[src/rtl/treeval_pkg.sv]
// Shared widths, sequencer state/error enums and the node-record layout
// used by the treeval sequencer and its pass counter.
package treeval_pkg;

  localparam int W_ADDR         = 10;
  localparam int W_ACTION       = 3;
  localparam int W_REWARD       = 12;
  localparam int W_WEIGHT       = 7;
  localparam int MAX_DATA_WIDTH = 12;

  typedef enum logic [3:0] {
    S_IDLE,
    S_REC_WAIT,
    S_WR_W,
    S_WR_P,
    S_WR_R,
    S_WR_A,
    S_CONF,
    S_RESTART,
    S_SETTLE,
    S_DONE,
    S_ERR
  } seq_state_e;

  typedef enum logic [1:0] {
    ERR_NONE       = 2'd0,
    ERR_BAD_COUNT  = 2'd1,
    ERR_TIMEOUT    = 2'd2,
    ERR_BAD_PARENT = 2'd3
  } err_code_e;

  typedef struct packed {
    logic [W_ADDR-1:0]   parent;
    logic [W_ACTION-1:0] action;
    logic [W_REWARD-1:0] reward;
    logic [W_WEIGHT-1:0] weight;
  } node_rec_t;

endpackage

[src/rtl/treeval_pass_counter.sv]
// Counts rising edges of treeval's exp_change level while enabled and runs a
// settle watchdog; settled/timeout are single-cycle pulses.
module treeval_pass_counter #(
  parameter int SETTLE_PASSES = 4,
  parameter int W_TIMEOUT     = 16
) (
  input  logic clk,
  input  logic rst,
  input  logic clear,
  input  logic en,
  input  logic exp_change,
  output logic settled,
  output logic timeout
);

  localparam int W_CNT = $clog2(SETTLE_PASSES + 1);
  // Watchdog fires in the cycle whose increment would reach all-ones.
  localparam logic [W_TIMEOUT-1:0] WD_LAST = {{(W_TIMEOUT-1){1'b1}}, 1'b0};

  logic                 exp_q;
  logic                 rise;
  logic [W_CNT-1:0]     pass_cnt;
  logic [W_TIMEOUT-1:0] wd;

  assign rise = exp_change & ~exp_q;

  always_ff @(posedge clk) begin
    if (rst) begin
      exp_q    <= 1'b0;
      pass_cnt <= '0;
      wd       <= '0;
    end else begin
      exp_q <= exp_change;
      if (clear) begin
        pass_cnt <= '0;
        wd       <= '0;
      end else if (en) begin
        if (rise) pass_cnt <= pass_cnt + W_CNT'(1);
        wd <= wd + W_TIMEOUT'(1);
      end
    end
  end

  assign settled = en & rise & (pass_cnt == W_CNT'(SETTLE_PASSES - 1));
  assign timeout = en & (wd == WD_LAST);

endmodule

[src/rtl/treeval_seq.sv]
// Treeval sideband sequencer: loads N node records as four field writes each,
// programs the node count, restarts treeval and latches the settled root result.
// Optional parent ordering check: define TREEVAL_SEQ_PARENT_CHECK_EN.
module treeval_seq
  import treeval_pkg::*;
#(
  parameter int SETTLE_PASSES = 4,
  parameter int W_TIMEOUT     = 16
) (
  input  logic                      clk,
  input  logic                      rst,
  input  logic                      start,
  input  logic [W_ADDR-1:0]         start_nodes,
  output logic                      busy,
  input  logic                      node_valid,
  output logic                      node_ready,
  input  logic [W_ADDR-1:0]         node_parent,
  input  logic [W_ACTION-1:0]       node_action,
  input  logic [W_REWARD-1:0]       node_reward,
  input  logic [W_WEIGHT-1:0]       node_weight,
  output logic                      tv_rst,
  output logic                      tv_mem_weight,
  output logic                      tv_mem_par,
  output logic                      tv_mem_rew,
  output logic                      tv_mem_act,
  output logic [W_ADDR-1:0]         tv_mem_addr,
  output logic [MAX_DATA_WIDTH-1:0] tv_mem_data,
  output logic                      tv_conf_nodes,
  output logic [W_ADDR-1:0]         tv_conf_data,
  input  logic                      tv_exp_change,
  input  logic [W_REWARD-1:0]       tv_exp,
  input  logic [W_ACTION-1:0]       tv_act,
  output logic                      result_valid,
  input  logic                      result_ack,
  output logic [W_REWARD-1:0]       result_exp,
  output logic [W_ACTION-1:0]       result_act,
  output logic                      err,
  output logic [1:0]                err_code,
  input  logic                      err_clear,
  output seq_state_e                dbg_state
);

  seq_state_e        state;
  err_code_e         err_code_r;
  node_rec_t         rec;
  logic [W_ADDR-1:0] n_nodes;
  logic [W_ADDR-1:0] addr;
  logic              restart_q;
  logic              parent_bad;
  logic              settled;
  logic              timeout;

`ifdef TREEVAL_SEQ_PARENT_CHECK_EN
  // A non-root node must point at an address already written.
  assign parent_bad = (addr != '0) && (rec.parent >= addr);
`else
  assign parent_bad = 1'b0;
`endif

  treeval_pass_counter #(
    .SETTLE_PASSES(SETTLE_PASSES),
    .W_TIMEOUT    (W_TIMEOUT)
  ) u_pass_counter (
    .clk       (clk),
    .rst       (rst),
    .clear     (state == S_RESTART),
    .en        (state == S_SETTLE),
    .exp_change(tv_exp_change),
    .settled   (settled),
    .timeout   (timeout)
  );

  assign tv_rst    = rst | restart_q;
  assign err_code  = err_code_r;
  assign dbg_state = state;

  // Outputs are registered: each strobe is set on the transition into its state.
  always_ff @(posedge clk) begin
    if (rst) begin
      state         <= S_IDLE;
      err_code_r    <= ERR_NONE;
      rec           <= '0;
      n_nodes       <= '0;
      addr          <= '0;
      restart_q     <= 1'b0;
      busy          <= 1'b0;
      node_ready    <= 1'b0;
      tv_mem_weight <= 1'b0;
      tv_mem_par    <= 1'b0;
      tv_mem_rew    <= 1'b0;
      tv_mem_act    <= 1'b0;
      tv_mem_addr   <= '0;
      tv_mem_data   <= '0;
      tv_conf_nodes <= 1'b0;
      tv_conf_data  <= '0;
      result_valid  <= 1'b0;
      result_exp    <= '0;
      result_act    <= '0;
      err           <= 1'b0;
    end else begin
      tv_mem_weight <= 1'b0;
      tv_mem_par    <= 1'b0;
      tv_mem_rew    <= 1'b0;
      tv_mem_act    <= 1'b0;
      tv_conf_nodes <= 1'b0;
      restart_q     <= 1'b0;
      case (state)
        S_IDLE: begin
          if (start) begin
            if (start_nodes < W_ADDR'(2)) begin
              err        <= 1'b1;
              err_code_r <= ERR_BAD_COUNT;
              state      <= S_ERR;
            end else begin
              n_nodes    <= start_nodes;
              addr       <= '0;
              busy       <= 1'b1;
              node_ready <= 1'b1;
              state      <= S_REC_WAIT;
            end
          end
        end
        S_REC_WAIT: begin
          if (node_valid) begin
            rec           <= '{parent: node_parent, action: node_action,
                               reward: node_reward, weight: node_weight};
            node_ready    <= 1'b0;
            tv_mem_weight <= 1'b1;
            tv_mem_addr   <= addr;
            tv_mem_data   <= {{(MAX_DATA_WIDTH-W_WEIGHT){1'b0}}, node_weight};
            state         <= S_WR_W;
          end
        end
        S_WR_W: begin
          state <= S_WR_P;
          if (!parent_bad) begin
            tv_mem_par  <= 1'b1;
            tv_mem_data <= {{(MAX_DATA_WIDTH-W_ADDR){1'b0}}, rec.parent};
          end
        end
        S_WR_P: begin
          if (parent_bad) begin
            busy       <= 1'b0;
            err        <= 1'b1;
            err_code_r <= ERR_BAD_PARENT;
            state      <= S_ERR;
          end else begin
            tv_mem_rew  <= 1'b1;
            tv_mem_data <= rec.reward;
            state       <= S_WR_R;
          end
        end
        S_WR_R: begin
          tv_mem_act  <= 1'b1;
          tv_mem_data <= {{(MAX_DATA_WIDTH-W_ACTION){1'b0}}, rec.action};
          state       <= S_WR_A;
        end
        S_WR_A: begin
          if (addr == n_nodes - W_ADDR'(1)) begin
            tv_conf_nodes <= 1'b1;
            tv_conf_data  <= n_nodes;
            state         <= S_CONF;
          end else begin
            addr       <= addr + W_ADDR'(1);
            node_ready <= 1'b1;
            state      <= S_REC_WAIT;
          end
        end
        S_CONF: begin
          restart_q <= 1'b1;
          state     <= S_RESTART;
        end
        S_RESTART: state <= S_SETTLE;
        S_SETTLE: begin
          // A pass edge landing on watchdog expiry still yields a result.
          if (settled) begin
            result_exp   <= tv_exp;
            result_act   <= tv_act;
            result_valid <= 1'b1;
            busy         <= 1'b0;
            state        <= S_DONE;
          end else if (timeout) begin
            busy       <= 1'b0;
            err        <= 1'b1;
            err_code_r <= ERR_TIMEOUT;
            state      <= S_ERR;
          end
        end
        S_DONE: begin
          if (result_ack) begin
            result_valid <= 1'b0;
            state        <= S_IDLE;
          end
        end
        S_ERR: begin
          if (err_clear) begin
            err        <= 1'b0;
            err_code_r <= ERR_NONE;
            state      <= S_IDLE;
          end
        end
        default: state <= S_IDLE;
      endcase
    end
  end

endmodule

[config.mk]
export PLATFORM = sky130hd
export DESIGN_NAME = treeval_seq
export DESIGN_NICKNAME = d
export VERILOG_FILES = /design/src/rtl/treeval_pkg.sv /design/src/rtl/treeval_pass_counter.sv /design/src/rtl/treeval_seq.sv
export SDC_FILE = /design/constraint.sdc
export NUM_CORES = 1
export LEC_CHECK = 0
export ABC_AREA = 1
export CAP_MARGIN = 20
export CORE_MARGIN = 2
export CORE_UTILIZATION = 50
export DETAILED_ROUTE_END_ITERATION = 10
export GPL_TIMING_DRIVEN = 0
export MAX_ROUTING_LAYER = met4
export PLACE_DENSITY = 0.79
export SETUP_SLACK_MARGIN = 0.1
export SLEW_MARGIN = 15
export SYNTH_ARGS = -nofsm -noshare
export SYNTH_HDL_FRONTEND = slang
export SYNTH_SLANG_ARGS = --single-unit
[constraint.sdc]
create_clock -name clk -period 2.3 [get_ports clk]
set_input_delay 0.575 -clock clk [delete_from_list [all_inputs] [get_ports clk]]
set_output_delay 0.575 -clock clk [all_outputs]
set_load 0.02 [all_outputs]
== Word level (Yosys, flattened, before mapping) ==
Index checks and enable logic that the tools add are counted.
Word-level totals
  register bits: 128
  input port bits: 64
  output and inout port bits: 63
  word-level logic and storage cells: 129
Cells by class
  add/subtract/negate cells: 4
  magnitude comparators: 1
  eq/ne operators: 24
  mux-type cells: 44
  bitwise operators: 9
  reduce and logical (&&, ||, !) cells: 22
Operators by type and width (count)
  $pmux 12 s4: 1
  $pmux 4 s11: 1
  $mux 10: 3
  $mux 4: 7
  $ne 2x2->1 const B: 10
  $pmux 10 s2: 1
  $mux 1: 19
  $add 16x1->16 const B: 1
  $eq 16x16->1 const B: 1
  $eq 4x3->1 const B: 4
  $eq 4x4->1 const B: 3
  $mux 12: 1
  $add 10x1->10 const B: 1
  $eq 10x10->1: 1
  $lt 10x2->1 const B: 1
  $mux 2: 5
  $reduce_and 2->1: 5
  $reduce_and 5->1: 2
  $sub 10x1->10 const B: 1
  $eq 4x2->1 const B: 2
  $reduce_and 4->1: 2
  $pmux 1 s3: 2
  $pmux 2 s3: 1
  $reduce_and 3->1: 2
  other kinds (15): 27

== Depth between registers and ports, before layout ==
  depth in word-level cells: 6
  mapped depth: 14
  depth with buffers taken out: 13

== Modules after synthesis ==
Synthesis repeated with hierarchy kept, for this count alone.
Second synthesis, totals
  cell total of the unflattened synthesis: 788
  area total of the unflattened synthesis: 5704.2 µm²
By module, submodules not included
  treeval_seq: times used 1, cells each 645, area an instance 4698.3 µm², seq. area each 2162.1 µm²
  treeval_pass_counter: times used 1, cells each 143, area an instance 1006.0 µm², seq. area each 400.4 µm²

== Worst setup path after synthesis ==
Ideal clock, no wire load.
  path kind: reg2reg
  start: register state[3], in the netlist dbg_state[3]
  end: register u_pass_counter.wd[15]
  library setup time: 0.117 ns
  arrival time: 1.631 ns
  data required time: 2.183 ns
  setup slack: 0.552 ns
  stages on the path, launching flop included: 15
  path buffers: 1
  clock period less this slack: 1.748 ns
  cells stage by stage: dfxtp_1 inv_2 nor2_4 nand2_4 inv_2 buf_6 nand2_4 nor2_4 nand3_2 nor2_2 nand2_2 clkinv_1 nand3_2 o21ai_1 a21oi_1
Between the ends
  word-level cells in the longest chain between the ends: 2
  elaborated cells on any way between the ends: 3
  classes of those cells: 2 x eq/ne; 1 x reduce/logical
RTL lines
  start, declared: line treeval_seq.sv:43  | seq_state_e state;
  start signal, assigned: line treeval_seq.sv:80  | state <= S_IDLE;
  start signal, assigned: line treeval_seq.sv:113  | state <= S_ERR;
  start signal, assigned: line treeval_seq.sv:119  | state <= S_REC_WAIT;
  $eq 4x3->1: line treeval_seq.sv:66  | .clear (state == S_RESTART),
  $reduce_or 2->1 (no line)
  end signal, assigned: line treeval_pass_counter.sv:39  | wd <= wd + W_TIMEOUT'(1);
  end, declared: line treeval_pass_counter.sv:23  | logic [W_TIMEOUT-1:0] wd;
Parallel ways exist; a longest one is shown, timed or not.
A chain may end at the register's enable or synchronous reset.

== Worst setup path after layout ==
  start: register state[2], in the netlist dbg_state[2]
  end: output port dbg_state[2]
RTL lines
  end, declared: line treeval_seq.sv:40  | output seq_state_e dbg_state
No word-level cell between the ends.

==> flow_summary.json <==
{
  "die_h_um": 110,
  "placed_cells": 1021,
  "core_um2": 10900,
  "grt_pass1_vias": 5367,
  "yosys_warnings": 0,
  "maxUsedRoutingLayer": "met4",
  "syn2layout_area_growth_pct": 36.3,
  "seqPwrFrac_pct": 36.1,
  "hold_class": "reg2reg",
  "cts.sinks": 128,
  "vias_per_cell": 5.45,
  "hold_ws_ns": 0.458,
  "fillers": 900,
  "synth_top_area_share_pct": 45.5,
  "switchingPower_w": 0.00238,
  "leakagePower_nw": 3.09,
  "crit_fanout": 5,
  "grt_max_degree": 17,
  "ys_seq_area_share_pct": 45.5,
  "min_period_ns": 2.14,
  "rsz0062_at_grt": "yes",
  "critPathCaptureType": "output port",
  "worstPathRequired_ns": 1.73,
  "numCtsBuffers": 17,
  "drive_gt1_share_pct": 10.2,
  "worst_path_largest_cell_delay_ns": 0.69,
  "cpMaxStageDelayCell": "clkdlybuf4s50_1",
  "cts-root-buf": "clkbuf_16",
  "syn_area_per_cell_um2": 7.47,
  "synth_area_leader_cell": "dfxtp_1",
  "p_comb_share_pct": 27.2,
  "cts_hold_buffers": 0,
  "swShare_pct": 32.3,
  "port-buffer-count": 126,
  "grt_overflow_total": 0,
  "synthTopCellsByArea": "dfxtp_1 (45%), nor2_1 (8.0%), o21ai_0 (8.0%)",
  "dr_wl_met2_um": 8220,
  "io_pins": 127,
  "criticalPathCategory": "reg2out",
  "hpwl_um": 12100,
  "period_share_pct": 93.2,
  "grt_pass1_wl_um": 26100,
  "path_depth": 1,
  "cts_tree": "yes",
  "wl_per_cell_um": 16.0,
  "crit_arrival_ns": 1.57,
  "p_clk_share_pct": 36.7,
  "drt_first_pass_iters": 5,
  "rows": 38,
  "fmax_ghz": 0.466,
  "rr_worst_depth": 13,
  "peakVddDrop_mv": 0.765,
  "dr_wl_met3_um": 1260,
  "route.detailed.drc": 0,
  "cts_buffer_depth": 2,
  "syn_inst": 755,
  "worstMarginPinSlew_ns": 0.636,
  "clk_pin_slew_ns": 0.06,
  "antenna_found_initial": 1,
  "fp.dieArea_um2": 12100,
  "setup_viol": 0,
  "hold-path-cell-count": 2,
  "startpoint_type": "register",
  "htree_levels": 4,
  "chipWidth_um": 110,
  "grt_util_all_layers_pct": 29.0,
  "finalHoldViolCount": 0,
  "num_vias": 5739,
  "drv_cap": 0,
  "clk_latency_ns": 0.43,
  "intPower_w": 0.00499,
  "p_per_area_nw_per_um2": 960,
  "cp_top_family": "buffers and inverters",
  "outcome": "finished clean",
  "critPathBufInv": 1,
  "skew_ns": 0.00832,
  "detail-route-antenna-nets": 0,
  "worstPathCellList": "clkdlybuf4s50_1",
  "synth_fp_nets": 825,
  "start_util_pct": 51.5,
  "met1_length_um": 7030,
  "slew_headroom_pct": 57.6,
  "drt_iter0_markers": 371,
  "syn-cell-area_um2": 5640,
  "place_congestion": 0.969,
  "finalNetCount": 971,
  "yosysUniqueCellTypes": 38,
  "wirelength_um": 16800,
  "ys_seq_elements": 128,
  "final_cells": 1053,
  "finalMaxSlewViolations": 0
}
-- layer usage --
layer | GRT usage (%) | up-vias
met5 | - | -
met4 | 8.84 | 0
met3 | 8.29 | 32
met2 | 47.5 | 227
met1 | 34.6 | 2706
li1 | - | 2774
-- cells in the mapped netlist --
library cell / number
xor2_1: 7
nand3b_1: 2
buf_6: 3
nand2_4: 2
and3_1: 1
inv_1: 64
nor3b_1: 1
nand2_2: 6
nand4_2: 1
ha_1: 6
nand4_1: 11
or2_2: 2
dfxtp_1: 128
o21ai_1: 5
a31oi_1: 8
o21a_1: 3
clkbuf_1: 20
a21oi_1: 83
nor3_4: 2
o21ai_0: 90
nand3_2: 4
nor4_1: 1
a211oi_1: 1
clkbuf_2: 1
buf_4: 1
inv_2: 11
a21oi_2: 1
clkinv_1: 2
inv_4: 2
nor3_1: 13
o22ai_1: 6
nand3_1: 17
nand2_1: 98
nor2_1: 120
buf_2: 6
nor2_2: 7
xnor2_1: 8
nor2_4: 11
-- cells in the final DEF (no fill, tap or decap), types with 6 or more instances in the layout --
cell,count
a21oi_1,83
a31oi_1,8
buf_2,7
clkbuf_1,21
clkbuf_16,17
clkdlybuf4s50_1,124
dfxtp_1,128
inv_1,64
inv_2,11
nand2_1,98
nand2_2,6
nand3_1,17
nand4_1,11
nor2_1,119
nor2_2,8
nor2_4,11
nor3_1,13
o21ai_0,90
o22ai_1,6
xnor2_1,8
xor2_1,7
-- cell type report --
type / instances / area (µm²) / area share, %
multi-input combinational: 517 / 2640 / 34.3
timing repair buffer: 127 / 1260 / 16.4
buffer: 31 / 164 / 2.13
clock buffer: 23 / 468 / 6.09
sequential: 128 / 2560 / 33.4
clock inverter: 7 / 110 / 1.43
tap: 140 / 175 / 2.28
antenna: 1 / 2.50 / 0.0326
inverter: 79 / 302 / 3.93
-- final timing paths --
| kind | start | slack [ns] | endpoint |
|---|---|---|---|
| worst max-delay path | dbg_state[2]$_SDFFE_PP0P_ | 0.16 | dbg_state[2] |
| worst min-delay path | rec[11]$_SDFFE_PP0P_ | 0.46 | rec[11]$_SDFFE_PP0P_ |
| worst max register to register | n_nodes[0]$_SDFFE_PP0P_ | 0.23 | tv_conf_data[3]$_SDFFE_PP0P_ |
| worst min register to register | rec[11]$_SDFFE_PP0P_ | 0.46 | rec[11]$_SDFFE_PP0P_ |
-- through the flow --
stage | util [%] | total power, W | TNS, ns | setup slack (ns) | area (µm²)
final | 70.2 | 0.00737 | 0 | 0.156 | 7680
after global placement | 64.7 | 0.00458 | -1.98 | -0.671 | 7070
after global routing | 70.2 | 0.00766 | 0 | 0.0528 | 7680
after detailed placement | 64.7 | 0.00464 | -2.94 | -0.675 | 7070
after CTS | 70.1 | 0.00731 | 0 | 0.104 | 7660
after floorplan | - | 0.00390 | 0 | 0.552 | 5640
-- power groups by stage --
| stage | sequential, W | combinational [W] | clock [W] |
|---|---|---|---|
| finish | 0.00266 | 0.00201 | 0.00270 |
| global route | 0.00269 | 0.00218 | 0.00278 |
| CTS | 0.00266 | 0.00196 | 0.00269 |
| detailed placement | 0.00270 | 0.00194 | 0 |
| global placement | 0.00268 | 0.00190 | 0 |
| floorplan | 0.00283 | 0.00107 | 0 |
-- kinds of logic (layout without fill, tap and decap cells) --
| kind of cell | count (synthesis) | after routing | share of synthesized area (%) |
|---|---|---|---|
| and+or+nand+nor | 299 | 299 | 24.8 |
| AOI/OAI and AO/OA | 197 | 197 | 18.0 |
| DFF | 128 | 128 | 45.5 |
| buffers and inverters | 110 | 267 | 8.04 |
| xor gates and xnor gates | 15 | 15 | 2.33 |
| adders and majority gates | 6 | 6 | 1.33 |
| other | 0 | 1 | 0 |
-- flip-flops by register name (all words and copies together) (netlist names), 4 cells and up --
| name | cells |
|---|---|
| addr | 10 |
| dbg_state | 4 |
| n_nodes | 10 |
| rec | 25 |
| result_exp | 12 |
| tv_conf_data | 10 |
| tv_mem_addr | 10 |
| tv_mem_data | 12 |
| u_pass_counter.wd | 16 |
-- repair_timing --
item | CTS | global route
pin swaps | 0 | 1
resized for setup | 7 | 8
setup buffers | 0 | 1
cloned | 0 | 0
setup endpoints to repair | 1 | 26
Note: power is estimated with default switching activity, not from simulation.
